==> config.mk <==
export PLATFORM = sky130hd
export DESIGN_NAME = palette_ram_arbiter
export DESIGN_NICKNAME = d
export VERILOG_FILES = /design/src/rtl/palette_arb_pkg.sv /design/src/rtl/palette_ram_arbiter.sv
export SDC_FILE = /design/constraint.sdc
export NUM_CORES = 1
export LEC_CHECK = 0
export BUFFER_PORTS_ARGS = -buffer_cell sky130_fd_sc_hd__buf_4
export CELL_PAD_IN_SITES_DETAIL_PLACEMENT = 1
export CELL_PAD_IN_SITES_GLOBAL_PLACEMENT = 2
export CORE_MARGIN = 5
export CORE_UTILIZATION = 31
export CTS_CLUSTER_SIZE = 8
export DETAILED_ROUTE_END_ITERATION = 8
export GPL_TIMING_DRIVEN = 0
export PLACE_DENSITY_LB_ADDON = 0.1
export SYNTH_ARGS = -nofsm -noshare
export SYNTH_HDL_FRONTEND = slang
export SYNTH_SLANG_ARGS = --single-unit
==> constraint.sdc <==
create_clock -name clk -period 5.8 [get_ports clk]
set_input_delay 0.58 -clock clk [delete_from_list [all_inputs] [get_ports clk]]
set_output_delay 0.58 -clock clk [all_outputs]
set_load 0.005 [all_outputs]
==> src/rtl/palette_arb_pkg.sv <==
// palette_arb_pkg: shared FSM state type and default widths for the palette RAM arbiter
package palette_arb_pkg;
  localparam int AW_DEF = 11;
  localparam int DW_DEF = 16;
  typedef enum logic [1:0] {IDLE, CPU_ACC, CPU_CAP, CPU_REL} arb_state_t;
endpackage

==> src/rtl/palette_ram_arbiter.sv <==
// palette_ram_arbiter: shares one synchronous palette RAM between a fixed-latency video read path and CPU accesses
module palette_ram_arbiter
  import palette_arb_pkg::*;
#(
  parameter int AW = AW_DEF,
  parameter int DW = DW_DEF,
  parameter bit BLANK_ONLY_WR = 1'b1
) (
  input  logic          clk,
  input  logic          reset_n,
  input  logic          pix_ce,
  input  logic [AW-1:0] vid_addr,
  input  logic          hblank,
  input  logic          vblank,
  output logic [DW-1:0] vid_data,
  output logic          vid_valid,
  input  logic          cpu_req,
  input  logic          cpu_we,
  input  logic [AW-1:0] cpu_addr,
  input  logic [DW-1:0] cpu_wdata,
  output logic [DW-1:0] cpu_rdata,
  output logic          cpu_ack,
  output logic [AW-1:0] ram_addr,
  output logic          ram_we,
  output logic [DW-1:0] ram_wdata,
  input  logic [DW-1:0] ram_rdata
);
  logic [1:0]    r_rst_sync;
  logic          w_rst_n;
  arb_state_t    r_state, w_next;
  logic          w_grant;
  logic [2:0]    r_vpipe;
  logic [DW-1:0] r_vid_data, r_cpu_rdata, r_ram_wdata;
  logic [AW-1:0] r_ram_addr;
  logic          r_ram_we;
  always_ff @(posedge clk or negedge reset_n)
    if (!reset_n) r_rst_sync <= '0;
    else r_rst_sync <= {r_rst_sync[0], 1'b1};
  assign w_rst_n = r_rst_sync[1];
  // A strobe this cycle claims the next cycle for video, so the CPU must wait.
  always_comb begin
    w_grant = r_state == IDLE && cpu_req && !pix_ce && (!cpu_we || !BLANK_ONLY_WR || hblank || vblank);
    w_next = w_grant ? CPU_ACC :
             r_state == CPU_ACC ? CPU_CAP :
             r_state == CPU_CAP ? CPU_REL :
             (r_state == CPU_REL && !cpu_req) ? IDLE : r_state;
  end
  always_ff @(posedge clk or negedge w_rst_n)
    if (!w_rst_n) r_state <= IDLE;
    else r_state <= w_next;
  // RAM port registers are loaded one edge ahead so they are stable for the whole slot.
  always_ff @(posedge clk or negedge w_rst_n)
    if (!w_rst_n) begin
      r_vpipe     <= '0;
      r_vid_data  <= '0;
      r_cpu_rdata <= '0;
      r_ram_addr  <= '0;
      r_ram_wdata <= '0;
      r_ram_we    <= 1'b0;
    end else begin
      r_vpipe  <= {r_vpipe[1:0], pix_ce};
      r_ram_we <= w_grant && cpu_we;
      if (pix_ce) r_ram_addr <= vid_addr;
      else if (w_grant) begin
        r_ram_addr  <= cpu_addr;
        r_ram_wdata <= cpu_wdata;
      end
      if (r_vpipe[1]) r_vid_data <= ram_rdata;
      if (r_state == CPU_CAP && !cpu_we) r_cpu_rdata <= ram_rdata;
    end
  assign vid_data  = r_vid_data;
  assign vid_valid = r_vpipe[2];
  assign cpu_ack   = r_state == CPU_CAP;
  assign cpu_rdata = (cpu_ack && !cpu_we) ? ram_rdata : r_cpu_rdata;
  assign ram_addr  = r_ram_addr;
  assign ram_we    = r_ram_we;
  assign ram_wdata = r_ram_wdata;
endmodule
# Yosys cells after proc, flatten, opt, wreduce, memory -nomap -nowiden
# Cells that the tools add are included.
# Widths: inputs -> output; s select.
[classes]
reduce_logical = 15
bitwise = 1
n_eq_ne = 3
n_mux = 7
[ops]
columns = ["cell", "count"]
rows = [
  ["$mux 11", 2],
  ["$mux 16", 1],
  ["$mux 2", 4],
  ["$logic_and 1x1->1", 6],
  ["$eq 2x2->1 const B", 2],
  ["$reduce_bool 4->1", 1],
  ["$logic_not 1->1", 3],
  ["$eq 2x1->1 const B", 1],
  ["$logic_not 2->1", 1],
  ["$logic_or 1x1->1", 2],
  ["$reduce_and 2->1", 1],
  ["$reduce_bool 2->1", 1],
  ["$not 1->1", 1],
]
[totals]
output_inout_bits = 62
regBits = 67
input_bits = 61
wordCells = 34

# Depth between registers and ports, before layout
# Gate-level depths: netlist of the first run.
[depth]
word_depth = 6
mapped_depth = 6
ltp_nobuf = 5

# Worst setup path after synthesis of the first run
# OpenSTA, ideal clock, no wires.
[synth_path]
path_kind = "register -> output"
from = "register r_state[0]"
to = "output cpu_rdata[0]"
slack_ps = 3597
path_buffers = 2
required_ps = 5220
arrival_ps = 1623
path_stages_with_launch = 7
cell_sequence = "dfrtp_1 inv_1 ha_1 nand2b_1 clkbuf_1 buf_2 mux2_2"
[synth_via]
elab_chain_cells = 3
[synth_lines]
columns = ["element", "line_no", "text"]
rows = [
  ["from (decl)", "palette_ram_arbiter.sv:30", "arb_state_t r_state, w_next;"],
  ["from (signal assigned)", "palette_ram_arbiter.sv:50", "else r_state <= w_next;"],
  ["$eq 2x2->1", "palette_ram_arbiter.sv:73", "assign cpu_ack = r_state == CPU_CAP;"],
  ["named net cpu_ack", "palette_ram_arbiter.sv:22", "output logic cpu_ack,"],
  ["$logic_and 1x1->1", "palette_ram_arbiter.sv:74", "assign cpu_rdata = (cpu_ack && !cpu_we) ? ram_rdata : r_cpu_rdata;"],
  ["$mux 16", "n/a", ""],
  ["to (decl)", "palette_ram_arbiter.sv:21", "output logic [DW-1:0] cpu_rdata,"],
]
# The timed path passes the listed nets, and every way through them passes these cells.

# Final worst setup path of the first run
[layout_path]
from = "register r_state[0]"
to = "output cpu_rdata[8]"
[layout_via]
elab_chain_cells = 3
[layout_lines]
columns = ["element", "line_no"]
rows = [
  ["$eq 2x2->1", "palette_ram_arbiter.sv:73"],
  ["$logic_and 1x1->1", "palette_ram_arbiter.sv:74"],
  ["$mux 16", "n/a"],
]
# No other way between the ends.

==> metrics.md, run 1 <==
| Metric | Value |
|---|---|
| Status | `completed` |
| DR WL/cell | `between 15 and 20 µm` |
| Hold path startpoint | `r_vpipe[0]` |
| RR Startpoint | `r_state[0]` |
| DRC Markers | `0` |
| Gr ovfl total | `0` |
| Setup_tns | `0 ps` |
| Max Fclk | `approximately 330 MHz` |
| Placed cells | `~420` |
| Crit path kind | `reg -> out` |
| Crit Path Max Fanout | `10` |
| Dpl ws | `3107 ps` |
| Hold endpoint | `r_vpipe[1]` |
| Non-Filler Instances | `approximately 440` |
| Reg2Reg Depth | `6` |
| Via-to-Cell Ratio | `4.591` |
| Placement Cell Area | `between 3000 and 4000 µm²` |
| Static leakage | `roughly 1.9 nW` |
| Clk_skew | `about 8 ps` |
| Net count, final | `390` |
| CORE AREA | `around 8600 µm²` |
| Comb pwr share | `34.4%` |
| Worst R2R Setup Slack | `roughly 3700 ps` |
| Yosys cell types | `23` |
| Full die area | `approximately 11000 µm²` |
| Port Buffers | `about 120` |
| Post-synth EDFFs | `0` |
| Final Util | `46.35%` |
| Req. time, crit path | `between 5000 and 6000 ps` |
| Max Cap Violations | `0` |
| Chip Width | `103.4 µm` |
| Cts bufs inserted | `9` |
| Clk sinks | `67` |
| Final setup fails | `0` |
| Synth Instances | `about 190` |
| I/O pin cnt | `roughly 120` |
| Antenna Cells | `0` |
| Gr usage total | `between 10% and 20%` |
| Switching Fraction | `28.41%` |
| Sw power | `just under 0.5 mW` |
| Clk buf depth | `2` |
| Initial antenna violation count | `0` |
| Max transition margin | `between 40% and 50%` |
| Vias after detailed routing | `2011` |
| Total Power | `between 1.5 and 2 mW` |
| Chip height | `just over 100 µm` |
| Final period util | `52.00%` |
| Yosys Warn Count | `0` |
| Clock share of power | `between 20% and 30%` |
| DRT iter0 DRCs | `27` |
| Final min period | `approximately 3000 ps` |
| Flops & latches, synth | `67` |
| Post-DP HPWL | `5431 µm` |
| Reg-to-Reg End | `r_cpu_rdata[8]` |
| Internal Power | `1.211 mW` |
| Startpoint Class | `flip-flop` |
| First-pass GRT wire length | `11330 µm` |
| Top_reg_cell synth | `dfrtp_1` |
| H-tree depth | `3` |
| Flop pwr share | `between 40% and 50%` |
| Pwr/cell area | `424.7 nW/µm²` |
| Drt first pass iters | `4` |
| Worst skew pair latency | `about 340 ps` |
| CP Capture Type | `output pin` |
| Post-route cell area | `~4000 µm²` |
| Layout cells sized above 1 | `between 50 and 60%` |
| Slew Limit Fails | `0` |
| Slew @ Worst Pin | `~860 ps` |
| Hold Fails Final Rpt | `0` |
| Hold Path Stages | `0` |
| Avg Cell Area, Syn | `approximately 14 µm²` |
| Routability cong. | `roughly 0.73` |
| RSZ-0062 raised after global routing | `no` |
| Synth async-reset ratio | `100.0%` |
| HP Class | `reg -> reg` |
| Rows | `34` |
| Setup WS post-layout | `2784 ps` |
| Crit path DAT | `around 2400 ps` |
| Syn Std Cell Area | `around 2700 µm²` |
| Root Driver | `clkbuf_8` |
| Number of gates resized after CTS | `0` |
| Worst hold slack | `353.6 ps` |
| Largest net degree at the start of global routing | `66` |
| Starting Density | `between 30% and 40%` |
| Vias in the first global route | `2194` |
| Routed WL | `approximately 7300 µm` |
| Antenna Nets Post-Route | `0` |
| Syn nets | `256` |
| Clock Pin Slew Worst Setup and Hold Paths | `about 70 ps` |
| Worst vdd ir | `0.1703 mV` |
| Seq/Total Area, Yosys | `between 60% and 70%` |
| CTS tree | `built` |
| Area delta synth->final | `47.43%` |
[cell usage in the layout (no fill, tap or decap)]
| cell type | synthesis | final |
|---|---|---|
| buf_4 | 0 | 122 |
| dfrtp_1 | 67 | 66 |
| mux2_2 | 38 | 38 |
| nor2b_1 | 12 | 12 |
| a21oi_1 | 12 | 12 |
| o21ai_0 | 11 | 11 |
| a31oi_1 | 11 | 11 |
| mux2_1 | 11 | 11 |
| clkbuf_8 | 0 | 9 |
| clkbuf_1 | 8 | 8 |
| ha_1 | 4 | 4 |
| buf_2 | 3 | 3 |
| clkinv_2 | 0 | 3 |
| inv_1 | 2 | 2 |
| bufinv_16 | 0 | 2 |
| clkinv_4 | 0 | 2 |
| nand2b_1 | 1 | 1 |
| or3b_1 | 1 | 1 |
| and3b_1 | 1 | 1 |
| and3_1 | 1 | 1 |
| buf_1 | 1 | 1 |
| nor3b_2 | 1 | 1 |
| nand2_1 | 1 | 1 |
| and2_1 | 1 | 1 |
| o31ai_1 | 1 | 1 |
| nor3_4 | 1 | 1 |
| a2111oi_4 | 1 | 1 |
| dlygate4sd3_1 | 0 | 1 |
| conb_1 | 1 | 1 |
| dfrtp_4 | 0 | 1 |
[layout make-up]
type	count	area (µm²)
clock inverter	7	92.59
multi-input combinational	110	968.4
fill	957	4611
clock buffer	9	123.9
sequential	67	1680
timing repair buffer	123	925.9
tap	108	135.1
inverter	2	7.507
buffer	12	48.80
[critical path: stages, from the launching register on]
cell	delay, ps
dfrtp_1	390
inv_1	90
ha_1	280
nand2b_1	100
clkbuf_1	350
buf_2	350
mux2_2	390
buf_4	140
[registers in the layout, indices dropped and copies added (netlist names)]
register / flops
r_state: 2
r_rst_sync: 2
ram_wdata: 16
r_cpu_rdata: 16
ram_addr: 11
ram_we: 1
r_vpipe: 3
vid_data: 16
[per-layer routing]
metal  track usage [%]  part of all wire (%)  up-vias  wire length, µm
met1             16.67                    41      995             2980
met4             5.378                   1.4        0              104
met5                 0                     0        -                0
li1                  -                     -      941                -
met2             23.77                    52       64             3783
met3             4.896                   6.4       11              472
[cell usage after synthesis, types with 2 or more instances]
| master | count | area [µm²] |
|---|---|---|
| o21ai_0 | 11 | 55.05 |
| inv_1 | 2 | 7.510 |
| nor2b_1 | 12 | 75.07 |
| ha_1 | 4 | 50.05 |
| buf_2 | 3 | 15.01 |
| a31oi_1 | 11 | 68.82 |
| clkbuf_1 | 8 | 30.03 |
| mux2_2 | 38 | 427.9 |
| dfrtp_1 | 67 | 1677 |
| mux2_1 | 11 | 123.9 |
| a21oi_1 | 12 | 60.06 |
[power by group through the flow]
stage / logic (mW) / clock network (mW) / registers, mW
after floorplan: 0.257 / 0 / 0.687
after global placement: 0.587 / 0 / 0.688
after detailed placement: 0.599 / 0 / 0.695
after CTS: 0.601 / 0.444 / 0.688
after global routing: 0.642 / 0.460 / 0.705
final: 0.582 / 0.423 / 0.686
[logic make-up (layout without fill, tap and decap cells)]
logic type	Yosys count	in the layout	synth area share, %
flops	67	67	62.07
mux	49	49	20.43
compound gates	36	36	8.106
simple gates	20	20	5.327
buf+inv	14	153	2.084
fa+ha+maj	4	4	1.853
other cells	1	1	0.1388
[repair_timing]
| item | 4_1_cts | 5_1_grt |
|---|---|---|
| hold buffers | 1 | 0 |
| buffers inserted | 0 | 0 |
| endpoints found under the hold margin | 2 | 0 |
[worst max path at each step]
| stage | start | end | slack (ps) | cells after the start |
|---|---|---|---|---|
| global placement | r_rst_sync[1] | ram_addr[7] | 2820 | 0 |
| CTS | r_state[0] | cpu_rdata[8] | 2700 | 7 |
| global route | r_state[0] | cpu_rdata[2] | 2590 | 7 |
| detailed placement | r_state[0] | cpu_rdata[8] | 3110 | 7 |
| finish | r_state[0] | cpu_rdata[8] | 2780 | 7 |
| floorplan | r_state[0] | cpu_rdata[0] | 3600 | 6 |
Note: power is estimated with default switching activity, not from simulation.
==> run 2, diff against run 1 <==
CORE_UTILIZATION = 29   (was 31)
clock period = 3.2 ns   (was 5.8 ns; I/O delays follow)
==> run 2 against run 1 <==
Against the previous run:
- clock skew increased by 1.3 ps
- global-route usage decreased by 0.62 points
- wire length decreased by 0.60%
- sequential share of layout area increased by 0.29 points
- clock power increased by 61%
- design area decreased by 0.69%
- critical path depth unchanged
- total power increased by 75%
- worst hold slack got worse by 180 ps
- register-to-register slack got worse by 2600 ps
- die area increased by 6.2%
- largest power group unchanged
- highest routed layer unchanged
==> metrics.md, run 2 (synthesis results as in run 1) <==
| Metric | Value |
|---|---|
| Worst vdd ir | `0.3008 mV (was 0.1703 mV)` |
| Rows | `35 (was 34)` |
| RR Startpoint | `r_state[0] (unchanged)` |
| Vias in the first global route | `2229 (was 2194)` |
| Crit Path Max Fanout | `10 (unchanged)` |
| Antenna Cells | `0 (unchanged)` |
| Clk_skew | `9.354 ps (was 8.068 ps)` |
| Post-DP HPWL | `5496 µm (was 5431 µm)` |
| Slew @ Worst Pin | `852.9 ps (was 861.9 ps)` |
| First-pass GRT wire length | `11790 µm (was 11330 µm)` |
| Worst hold slack | `173.3 ps (was 353.6 ps)` |
| Setup_tns | `0 ps (unchanged)` |
| Largest net degree at the start of global routing | `66 (unchanged)` |
| Net count, final | `390 (unchanged)` |
| Commonest cells after routing, fill and taps aside | `buf_4, dfrtp_1, mux2_2, nor2b_1, a21oi_1 (unchanged)` |
| Commonest non-fill, non-tap cell in the layout | `buf_4 (unchanged)` |
| Critical path origin | `r_state[0] (unchanged)` |
| Req. time, crit path | `2880 ps (was 5220 ps)` |
| Hold Fails Final Rpt | `0 (unchanged)` |
| CTS tree | `built (unchanged)` |
| Antenna Nets Post-Route | `0 (unchanged)` |
| Crit path kind | `reg -> out (unchanged)` |
| CP Capture Type | `output pin (unchanged)` |
| Max Cap Violations | `0 (unchanged)` |
| Via-to-Cell Ratio | `4.537 (was 4.591)` |
| Clock Pin Slew Worst Setup and Hold Paths | `70 ps (about the same)` |
| Gr ovfl total | `0 (unchanged)` |
| Static leakage | `1.854 nW (was 1.870 nW)` |
| Routability cong. | `0.7441 (was 0.7299)` |
| Max transition margin | `43.14% (was 42.54%)` |
| Final setup fails | `0 (unchanged)` |
| Root Driver | `clkbuf_8 (unchanged)` |
| DRT iter0 DRCs | `41 (was 27)` |
| Final period util | `86.01%` |
| Full die area | `11350 µm² (was 10680 µm²)` |
| CORE AREA | `9153 µm² (was 8593 µm²)` |
| Clk buf depth | `2 (unchanged)` |
| Vias after detailed routing | `2001 (was 2011)` |
| Crit path DAT | `2430 ps (was 2440 ps)` |
| Cts bufs inserted | `9 (unchanged)` |
| Starting Density | `29.51% (was 31.44%)` |
| Setup WS post-layout | `447.7 ps (was 2784 ps)` |
| Dpl ws | `735.8 ps (was 3107 ps)` |
| RSZ-0062 raised after global routing | `no (unchanged)` |
| Status | `completed (unchanged)` |
| Max Fclk | `around 360 MHz` |
| Port Buffers | `122 (unchanged)` |
| Routed WL | `7297 µm (was 7341 µm)` |
| DRC Markers | `0 (unchanged)` |
| Drt first pass iters | `4 (unchanged)` |
| Pwr/cell area | `749.6 nW/µm² (was 424.7 nW/µm²)` |
| Chip Width | `106.5 µm (was 103.4 µm)` |
| Cts hold-fix bufs | `1 (unchanged)` |
| Hold path startpoint | `pix_ce (was r_vpipe[0])` |
| Gr usage total | `13.54% (was 14.15%)` |
| Layout cells sized above 1 | `54.85% (was 55.45%)` |
| Clk sinks | `67 (unchanged)` |
| Slew Limit Fails | `0 (unchanged)` |
| HP Class | `in -> reg (was reg -> reg)` |
| H-tree depth | `3 (unchanged)` |
| Final min period | `roughly 2800 ps` |
| Area delta synth->final | `46.41% (was 47.43%)` |
| Number of gates resized after CTS | `0 (unchanged)` |
| Post-CTS Repair Setup Buffers | `0 (unchanged)` |
| Initial antenna violation count | `0 (unchanged)` |
| I/O pin cnt | `123 (unchanged)` |
| Startpoint Class | `flip-flop (unchanged)` |
| Worst skew pair latency | `330 ps (was 340 ps)` |
| Chip height | `106.5 µm (was 103.4 µm)` |
| DR WL/cell | `16.55 µm (was 16.76 µm)` |
run 2: cell count changes in the layout (fill, tap and decap cells not counted):
cell / previous run / this run
clkbuf_1: 8 / 10
bufinv_16: 2 / 1
clkinv_4: 2 / 1
run 2: routing by layer:
layer | wire length (µm) | GRT usage [%] | vias to the layer above
li1 | - | - | 940
met1 | 2970 | 16.18 | 998
met2 | 3860 | 23.30 | 53
met3 | 367 | 3.886 | 10
met4 | 99 | 4.658 | 0
met5 | 0 | 0 | -
run 2: metrics by stage:
step / area, µm² / utilization [%] / total power [mW] / std cells
2_1_floorplan: 2701 / - / 1.711 / 191
3_3_place_gp: 3756 / 41.04 / 2.316 / 424
3_5_place_dp: 3760 / 41.08 / 2.340 / 424
4_1_cts: 3955 / 43.21 / 3.041 / 441
5_1_grt: 3955 / 43.21 / 3.188 / 441
6_report: 3955 / 43.21 / 2.965 / 441
run 2: worst paths after layout:
| kind | endpoint | slack (ps) | cells after the start |
|---|---|---|---|
| max in group asynchronous | vid_data[12] | 2200 | 0 |
| hold reg to reg | r_vpipe[1] | 350 | 0 |
| setup / recovery | cpu_rdata[14] | 450 | 7 |
| hold / removal | r_vpipe[0] | 170 | 1 |
| setup reg to reg | r_cpu_rdata[14] | 1120 | 6 |
| min in group asynchronous | r_rst_sync[0] | 330 | 2 |
run 2: power breakdown:
| group | switching, mW | leakage, nW | internal (mW) |
|---|---|---|---|
| Clock | 0.322 | 0.0971 | 0.358 |
| Combinational | 0.410 | 0.969 | 0.643 |
| Sequential | 0.117 | 0.788 | 1.11 |
run 2: worst max-delay path, stage by stage, from the launching register on:
cell      delay [ps]
dfrtp_1          380
inv_1             80
ha_1             270
nand2b_1         110
clkbuf_1         370
buf_2            360
mux2_2           390
buf_4            140
run 2: final cells by class:
| type | instances | area, µm² |
|---|---|---|
| fillers | 1004 | 5197 |
| flip-flops and latches | 67 | 1680 |
| multi-input cells | 110 | 968.4 |
| repair buffers | 123 | 925.9 |
| well taps | 111 | 138.9 |
| clock buffers | 11 | 131.4 |
| clock inverters | 5 | 53.80 |
| plain buffers | 12 | 48.80 |
| inverters | 2 | 7.507 |
